### src/rtl/axi_sitcp_pkg.sv
// Shared types and constants for the SiTCP RBCP-to-AXI4-Lite register path.
package axi_sitcp_pkg;

  localparam int unsigned ADDR_W = 32;
  localparam int unsigned DATA_W = 32;
  localparam int unsigned STRB_W = DATA_W / 8;
  localparam int unsigned CNT_W  = 16;

  localparam logic [1:0] RESP_OKAY   = 2'b00;
  localparam logic [7:0] RD_ERR_BYTE = 8'hFF;

  typedef enum logic [2:0] {
    IDLE,
    W_ADDR,
    W_RESP,
    R_ADDR,
    R_DATA,
    ACK
  } state_t;

  // One-hot byte lane selected by the low address bits.
  function automatic logic [STRB_W-1:0] lane_onehot(input logic [1:0] lane);
    return STRB_W'(1) << lane;
  endfunction

endpackage

### src/rtl/rbcp_timeout_cnt.sv
// Elapsed-cycle counter for one RBCP command; flags once when the limit is reached.
module rbcp_timeout_cnt
  import axi_sitcp_pkg::*;
#(
  parameter int unsigned TIMEOUT_CYCLES = 1024
) (
  input  logic clk,
  input  logic rst,
  input  logic clr,
  input  logic en,
  output logic expired
);

  localparam int unsigned CMP_W = CNT_W + 1;

  logic [CNT_W-1:0] cnt;
  logic             fired;

  // cnt holds the number of cycles elapsed since the clearing edge; expired is high
  // for exactly one cycle, the cycle in which that count equals TIMEOUT_CYCLES.
  always_ff @(posedge clk or posedge rst) begin
    if (rst) begin
      cnt     <= '0;
      fired   <= 1'b0;
      expired <= 1'b0;
    end else if (clr) begin
      cnt     <= CNT_W'(1);
      fired   <= 1'b0;
      expired <= 1'b0;
    end else if (en) begin
      if (cnt != '1) cnt <= cnt + CNT_W'(1);
      expired <= 1'b0;
      if (!fired && (({1'b0, cnt} + CMP_W'(1)) == CMP_W'(TIMEOUT_CYCLES))) begin
        expired <= 1'b1;
        fired   <= 1'b1;
      end
    end else begin
      expired <= 1'b0;
    end
  end

endmodule

### src/rtl/rbcp_axi_master.sv
// RBCP single-byte command to AXI4-Lite single-beat master with lane steering and timeout.
module rbcp_axi_master
  import axi_sitcp_pkg::*;
#(
  parameter int unsigned TIMEOUT_CYCLES = 1024
) (
  input  logic              clk,
  input  logic              rst,
  input  logic              rbcp_act,
  input  logic [ADDR_W-1:0] rbcp_addr,
  input  logic              rbcp_we,
  input  logic [7:0]        rbcp_wd,
  input  logic              rbcp_re,
  output logic              rbcp_ack,
  output logic [7:0]        rbcp_rd,
  output logic              rbcp_err,
  output logic [ADDR_W-1:0] m_axi_awaddr,
  output logic [2:0]        m_axi_awprot,
  output logic              m_axi_awvalid,
  input  logic              m_axi_awready,
  output logic [DATA_W-1:0] m_axi_wdata,
  output logic [STRB_W-1:0] m_axi_wstrb,
  output logic              m_axi_wvalid,
  input  logic              m_axi_wready,
  input  logic [1:0]        m_axi_bresp,
  input  logic              m_axi_bvalid,
  output logic              m_axi_bready,
  output logic [ADDR_W-1:0] m_axi_araddr,
  output logic [2:0]        m_axi_arprot,
  output logic              m_axi_arvalid,
  input  logic              m_axi_arready,
  input  logic [DATA_W-1:0] m_axi_rdata,
  input  logic [1:0]        m_axi_rresp,
  input  logic              m_axi_rvalid,
  output logic              m_axi_rready,
  output logic [STRB_W-1:0] araddr_res
);

  state_t            state_q, state_d;
  logic              timed_out_q, timed_out_d;
  logic              awvalid_d, wvalid_d, bready_d, arvalid_d, rready_d;
  logic [ADDR_W-1:0] awaddr_d, araddr_d;
  logic [DATA_W-1:0] wdata_d;
  logic [STRB_W-1:0] wstrb_d, res_d;
  logic              ack_d, err_d;
  logic [7:0]        rd_d;
  logic              cnt_clr, expired, waiting;
  logic              xfer_done, xfer_err;
  logic [7:0]        xfer_rd;

  assign m_axi_awprot = 3'b000;
  assign m_axi_arprot = 3'b000;
  assign waiting = (state_q == W_ADDR) || (state_q == W_RESP) ||
                   (state_q == R_ADDR) || (state_q == R_DATA);

  rbcp_timeout_cnt #(
    .TIMEOUT_CYCLES(TIMEOUT_CYCLES)
  ) u_timeout (
    .clk    (clk),
    .rst    (rst),
    .clr    (cnt_clr),
    .en     (waiting),
    .expired(expired)
  );

  // Next-state and next-output logic; every output is a register loaded from here.
  always_comb begin
    state_d     = state_q;
    timed_out_d = timed_out_q;
    awvalid_d   = m_axi_awvalid;
    wvalid_d    = m_axi_wvalid;
    arvalid_d   = m_axi_arvalid;
    bready_d    = 1'b0;
    rready_d    = 1'b0;
    awaddr_d    = m_axi_awaddr;
    araddr_d    = m_axi_araddr;
    wdata_d     = m_axi_wdata;
    wstrb_d     = m_axi_wstrb;
    res_d       = araddr_res;
    ack_d       = 1'b0;
    err_d       = 1'b0;
    rd_d        = rbcp_rd;
    cnt_clr     = 1'b0;
    xfer_done   = 1'b0;
    xfer_err    = 1'b0;
    xfer_rd     = 8'h00;

    case (state_q)
      IDLE: begin
        if (rbcp_act && rbcp_we) begin
          // A read strobe in the same cycle is dropped and reported with an error pulse.
          awaddr_d    = rbcp_addr;
          wdata_d     = {4{rbcp_wd}};
          wstrb_d     = lane_onehot(rbcp_addr[1:0]);
          awvalid_d   = 1'b1;
          wvalid_d    = 1'b1;
          err_d       = rbcp_re;
          cnt_clr     = 1'b1;
          timed_out_d = 1'b0;
          state_d     = W_ADDR;
        end else if (rbcp_act && rbcp_re) begin
          araddr_d    = rbcp_addr;
          res_d       = lane_onehot(rbcp_addr[1:0]);
          arvalid_d   = 1'b1;
          cnt_clr     = 1'b1;
          timed_out_d = 1'b0;
          state_d     = R_ADDR;
        end
      end
      W_ADDR: begin
        if (m_axi_awvalid && m_axi_awready) awvalid_d = 1'b0;
        if (m_axi_wvalid && m_axi_wready) wvalid_d = 1'b0;
        if ((!m_axi_awvalid || m_axi_awready) && (!m_axi_wvalid || m_axi_wready)) begin
          bready_d = 1'b1;
          state_d  = W_RESP;
        end
      end
      W_RESP: begin
        if (m_axi_bvalid && m_axi_bready) begin
          xfer_done = 1'b1;
          xfer_err  = (m_axi_bresp != RESP_OKAY);
        end else begin
          bready_d = 1'b1;
        end
      end
      R_ADDR: begin
        if (m_axi_arvalid && m_axi_arready) begin
          arvalid_d = 1'b0;
          rready_d  = 1'b1;
          state_d   = R_DATA;
        end
      end
      R_DATA: begin
        if (m_axi_rvalid && m_axi_rready) begin
          xfer_done = 1'b1;
          res_d     = '0;
          if (m_axi_rresp == RESP_OKAY) begin
            xfer_rd = m_axi_rdata[{m_axi_araddr[1:0], 3'b000} +: 8];
          end else begin
            xfer_rd  = RD_ERR_BYTE;
            xfer_err = 1'b1;
          end
        end else begin
          rready_d = 1'b1;
        end
      end
      ACK:     state_d = IDLE;
      default: state_d = IDLE;
    endcase

    // Completion acks the host unless the timeout already did; timeout acks early with an error.
    if (xfer_done) begin
      if (timed_out_q) begin
        state_d = IDLE;
      end else begin
        state_d = ACK;
        ack_d   = rbcp_act;
        err_d   = rbcp_act && xfer_err;
        rd_d    = xfer_rd;
      end
    end else if (waiting && expired && !timed_out_q) begin
      timed_out_d = 1'b1;
      ack_d       = rbcp_act;
      err_d       = rbcp_act;
      rd_d        = RD_ERR_BYTE;
    end
  end

  // State and output registers.
  always_ff @(posedge clk or posedge rst) begin
    if (rst) begin
      state_q       <= IDLE;
      timed_out_q   <= 1'b0;
      m_axi_awvalid <= 1'b0;
      m_axi_wvalid  <= 1'b0;
      m_axi_bready  <= 1'b0;
      m_axi_arvalid <= 1'b0;
      m_axi_rready  <= 1'b0;
      m_axi_awaddr  <= '0;
      m_axi_araddr  <= '0;
      m_axi_wdata   <= '0;
      m_axi_wstrb   <= '0;
      araddr_res    <= '0;
      rbcp_ack      <= 1'b0;
      rbcp_err      <= 1'b0;
      rbcp_rd       <= 8'h00;
    end else begin
      state_q       <= state_d;
      timed_out_q   <= timed_out_d;
      m_axi_awvalid <= awvalid_d;
      m_axi_wvalid  <= wvalid_d;
      m_axi_bready  <= bready_d;
      m_axi_arvalid <= arvalid_d;
      m_axi_rready  <= rready_d;
      m_axi_awaddr  <= awaddr_d;
      m_axi_araddr  <= araddr_d;
      m_axi_wdata   <= wdata_d;
      m_axi_wstrb   <= wstrb_d;
      araddr_res    <= res_d;
      rbcp_ack      <= ack_d;
      rbcp_err      <= err_d;
      rbcp_rd       <= rd_d;
    end
  end

endmodule

### config.mk
export PLATFORM = sky130hd
export DESIGN_NAME = rbcp_axi_master
export DESIGN_NICKNAME = d
export VERILOG_FILES = /design/src/rtl/axi_sitcp_pkg.sv /design/src/rtl/rbcp_timeout_cnt.sv /design/src/rtl/rbcp_axi_master.sv
export SDC_FILE = /design/constraint.sdc
export NUM_CORES = 1
export LEC_CHECK = 0
export CAP_MARGIN = 20
export CORE_ASPECT_RATIO = 2
export CORE_UTILIZATION = 49
export CTS_BUF_LIST = sky130_fd_sc_hd__clkbuf_4 sky130_fd_sc_hd__clkbuf_8
export CTS_CLUSTER_SIZE = 24
export DETAILED_ROUTE_END_ITERATION = 6
export MAX_ROUTING_LAYER = met4
export PLACE_DENSITY = 0.88
export RECOVER_POWER = 50
export SLEW_MARGIN = 20
export SYNTH_ARGS = -nofsm -noshare
export SYNTH_HDL_FRONTEND = slang
export SYNTH_SLANG_ARGS = --single-unit
### constraint.sdc
create_clock -name clk -period 6.95 [get_ports clk]
set_clock_uncertainty 0.05 [all_clocks]
set_input_delay 0.695 -clock clk [delete_from_list [all_inputs] [get_ports clk]]
set_output_delay 0.695 -clock clk [all_outputs]
set_load 0.1 [all_outputs]
-- Yosys cells after proc, flatten, opt, wreduce, memory -nomap -nowiden
Cells that the tools add are included.
- flip-flop bits (word level): 141
- bits in latches: 0
- memory bits (writable): 0
- memory bits (read-only): 0
- bits of input ports: 86
- output and inout port bits: 125
- logic and storage cells: 147
- memories kept: 0
- add/sub/neg operators: 2
- multipliers: 0
- divide/modulo/power cells: 0
- $lt $le $gt $ge: 0
- equal/unequal tests: 18
- shift-type cells: 2
- mux-type cells: 64
- bitwise gates (word level): 1
- reductions and logical operators: 42
- operator list (operator ; number):
    16-bit 2-to-1 mux ; 3
    8-bit 2-to-1 mux ; 6
    1-bit 2-to-1 mux ; 37
    32-bit by 6-bit variable part select with 8-bit output ; 1
    3-bit 2-to-1 mux ; 6
    16-bit by 1-bit adder with 17-bit output (second input constant) ; 1
    17-bit by 11-bit equality test with 1-bit output (second input constant) ; 1
    16-bit by 1-bit adder with 16-bit output (second input constant) ; 1
    16-bit != test (second input constant) ; 1
    2-bit nonzero test ; 8
    1-bit one-hot mux with 2 select lines ; 7
    1-bit logical AND ; 12
    4-bit 2-to-1 mux ; 3
    3-bit one-hot mux with 4 select lines ; 1
    4-bit AND reduction ; 3
    2-bit by 1-bit != test with 1-bit output (second input constant) ; 5
    3-bit AND reduction ; 3
    2-bit != test (second input constant) ; 4
    4-bit one-hot mux with 2 select lines ; 1
    2-bit AND reduction ; 4
    3-bit by 2-bit equality test with 1-bit output (second input constant) ; 2
    3-bit by 2-bit != test with 1-bit output (second input constant) ; 2
    1-bit logical OR ; 5
    1-bit zero test ; 4
    8 further kinds ; 8

-- Logic depth before layout (Yosys ltp)
- depth in word-level cells: 8
- gate-level depth with buffers: 7
- depth with buffers taken out: 6

-- Cells and area by module
Synthesis repeated with hierarchy kept, for this count alone.
- cell total of the unflattened synthesis: 484
- area, all modules: 5720.5 um^2
- modules (own cells, without submodules) (module ; instances ; cells each ; area an instance (um^2) ; seq. area each (um^2)):
    rbcp_axi_master ; 1 ; 350 ; 4488.1 ; 2477.4
    rbcp_timeout_cnt ; 1 ; 134 ; 1232.4 ; 450.4

-- Worst setup path before layout
OpenSTA, ideal clock, no wires.
- kind: register to register
- from: reg m_axi_bready
- to: reg rbcp_rd[0]
- setup time: 0.146 ns
- data arrival time: 2.149 ns
- required time: 6.754 ns
- setup slack: 4.605 ns
- stages on the path, launching flop included: 6
- buffers on the path: 0
- period minus slack after synthesis: 2.345 ns
- path through: dfrtp_1 -> nand2_1 -> or3b_2 -> nor2b_1 -> nor2_1 -> o22ai_1
- cells in the longest elaborated chain, start to end: 5
- elaborated cells between the ends (all ways): 7
- classes of those cells: eq/ne: 1; mux: 3; reduce/logical: 3
- ends and longest elaborated chain (what ; RTL line ; RTL):
    start, declared ; rbcp_axi_master.sv:27 ; output logic m_axi_bready,
    start signal, assigned ; rbcp_axi_master.sv:192 ; m_axi_bready <= bready_d;
    1-bit logical AND (*) ; rbcp_axi_master.sv:119 ; if (m_axi_bvalid && m_axi_bready) begin
    1-bit 2-to-1 mux (*) ; rbcp_axi_master.sv:119 ;
    1-bit one-hot mux with 2 select lines (*) ; rbcp_axi_master.sv:88 ; case (state_q)
    2-bit != test (no line) or 2-bit nonzero test (tied branches) ; n/a ;
    2-bit AND reduction (no line) ; n/a ;
    end signal, assigned ; rbcp_axi_master.sv:202 ; rbcp_rd <= rd_d;
    end, declared ; rbcp_axi_master.sv:15 ; output logic [7:0] rbcp_rd,
Mark *: on every way between the ends. The rest lies on a longest branch, timed or not.
A chain may end at the register's enable or synchronous reset.

-- Worst setup path after layout
- from: in rbcp_act
- to: reg m_axi_araddr[10]
- cells in the longest elaborated chain, start to end: 3
- elaborated cells between the ends (all ways): 4
- classes of those cells: bitwise: 1; reduce/logical: 3
- ends and longest elaborated chain (what ; RTL line ; RTL):
    start, declared ; rbcp_axi_master.sv:9 ; input logic rbcp_act,
    1-bit logical AND ; rbcp_axi_master.sv:90 ; if (rbcp_act && rbcp_we) begin
    1-bit inverter (no line) ; n/a ;
    3-bit AND reduction (no line) (*) ; n/a ;
    end signal, assigned ; rbcp_axi_master.sv:196 ; m_axi_araddr <= araddr_d;
    end, declared ; rbcp_axi_master.sv:28 ; output logic [ADDR_W-1:0] m_axi_araddr,
Marked as above.

==> flow_summary.yaml <==
sta:
  setup_violations: 0
  fmax_mhz: 242.2
  worst_pin_slew_ns: 3.102
  hold_ws_ns: 0.4230
  relSlewSlack_pct: -107.5
  hold_viol: 0
  finalMaxSlewViolations: 178
  rsz0062_at_grt: "no"
  fin_tns_setup_ns: 0
  final.period_utilization_pct: 59.41
  finalCriticalPeriod_ns: 4.129
die:
  die_width_um: 76.70
  pin_count: 211
  die_h_um: 151.4
  core-area_mm2: 0.01088
  initial_utilization_pct: 50.26
  placementRows: 54
  dieArea_mm2: 0.01161
synth:
  synthTopCellsByCount: "nand2_1 (146), dfrtp_1 (117), nor2_1 (33), mux2_2 (32), buf_4 (31)"
  seq_area_frac_synth_pct: 53.55
  synth_flop_cell: "dfrtp_1"
  synth_edf_count: 0
  syn-cell-area_mm2: 0.005468
  syn_area_per_cell_um2: 10.18
  synth.most_common_cell: "nand2_1"
  async_flop_share_pct: 100.0
  yosys_warnings: 0
  yosysTopAreaCell: "dfrtp_1"
  netlist_instances: 537
  ys_types: 59
  synth_area_leaders: "dfrtp_1 (54%), nand2_1 (10%), mux2_2 (6.6%)"
  ys_ff_latch: 117
  yosysTopAreaCellShare_pct: 53.55
route:
  wl_um: 15530
  drtPass1Iterations: 4
  drt-vias-per-instance: 5.574
  first_iter_violations: 272
  drc: 0
  num_vias: 4816
  wl_per_cell_um: 17.98
  final_antenna_net_count: 0
final_layout:
  final_nets: 798
  fill_cells: 715
  instances_no_fill: 864
  area_growth_pct: 43.96
  final_area_mm2: 0.007871
  diodes: 0
  layout-drive-gt1-share_pct: 12.02
critical_path:
  crit_chain: "dlygate4sd3_1 -> nand3b_1 -> nor2_1 -> mux2_2"
  cp_max_fo: 36
  end_kind: "flop"
  slowest_stage: "nor2_1"
  setup.worst_path.start_class: "primary input"
  crit_arrival_ns: 4.39
  crit_buf_inv: 1
  required_ns: 7.21
  slowest_delay_ns: 2.29
  path_class: "primary input to flop"
  critPathTopFamily: "simple AND/OR/NAND/NOR gates"
global_routing:
  grt_start_max_net_pins: 69
  gr-total-overflow: 0
  grt_util_met1_pct: 26.33
  grt_pass1_vias: 4921
  grtUsageTotal_pct: 28.50
  top_usage_layer: "met2"
  grtUsageMet2_pct: 52.81
  antenna_found_initial: 0
  grt_pass1_wl_um: 24390
  grt_use_met3_pct: 7.229
cts:
  path_clk_slew_ns: 0.07
  numCtsBuffers: 17
  root_buffer: "clkbuf_8"
  holdBufCountCts: 0
  insertion_delay_ns: 0.43
  h-tree-depth: 4
  cts_sinks: 117
  cts_setup_buffers: 0
  clk_path_buf_depth: 2
  ctsResizeCount: 0
  cts_tree: "yes"
place:
  dpl_cell_area_mm2: 0.007390
  dp_cells: 832
  io_buffer_count: 204
  gp_congestion: 0.8725
  hpwl_um: 10980
min_path:
  min_path_type: "flop to flop"
run:
  cap_viol_max_count: 4
status:
  failed_checks: "capacitance limit, slew limit"
  outcome: "finished with violations"
==> path summary, 6_finish.rpt <==
check | startpoint | end | slack [ns] | cells after the start
min in group asynchronous | rst | m_axi_awaddr[23] | 1.22 | 2
hold / removal | m_axi_awaddr[16] | m_axi_awaddr[16] | 0.42 | 2
hold reg to reg | m_axi_awaddr[16] | m_axi_awaddr[16] | 0.42 | 2
setup / recovery | rbcp_act | m_axi_araddr[10] | 2.82 | 4
setup reg to reg | state_q[2] | m_axi_araddr[10] | 2.87 | 3
max in group asynchronous | rst | m_axi_awvalid | 3.98 | 3
==> flip-flops by register name, summed over array words and instances, names as in the netlist, 3 cells and up <==
register and cells:
araddr_res 4, m_axi_araddr 32, m_axi_awaddr 32, m_axi_wdata 8, m_axi_wstrb 4, rbcp_rd 8
state_q 3, u_timeout.cnt 16
==> cells in the final DEF, fill, tap and decap left out, types with 10 or more instances in the layout <==
cell / count
nand3_1: 10
dfrtp_1: 117
o21ai_0: 14
mux2_2: 32
clkbuf_8: 20
nor2_1: 34
nand2_1: 146
clkdlybuf4s50_1: 201
==> metal layers <==
layer  part of all wire [%]  vias to the layer above
met5                      0                        -
met4                    4.3                        0
met3                    5.9                       54
met2                     56                      269
met1                     34                     2340
li1                       -                     2153
==> area by class of cell <==
type	instances	area, um2	area share, %
clock inverter	11	219.0	2.782
tap	140	175.2	2.225
clock buffer	21	282.8	3.592
sequential	117	2928	37.20
inverter	7	27.53	0.3497
multi-input combinational	363	2190	27.82
timing repair buffer	205	2049	26.04
==> worst min-delay path: stages (launching register included) <==
cell and delay, ns:
dfrtp_1 0.34, nand2_1 0.05, nand2_1 0.05
==> metrics by stage <==
step | util [%] | setup slack, ns
floorplan | - | 3.104
global placement | 67.93 | 4.032
detailed placement | 67.93 | 3.960
CTS | 72.54 | 3.796
global route | 72.36 | 2.686
finish | 72.36 | 2.821
==> cells by family after synthesis <==
group | count (synthesis) | synth area share (%)
xor gates and xnor gates | 7 | 1.121
muxes | 45 | 10.82
buffers and inverters | 62 | 6.636
and+or+nand+nor | 236 | 19.31
other | 1 | 0.06858
DFF | 117 | 53.55
AOI/OAI and AO/OA | 68 | 8.262
adders and majority gates | 1 | 0.2288
Power is left out: the tool's default activity adds up to more than one toggle a clock period on the data nets, which glitch-free logic cannot reach.
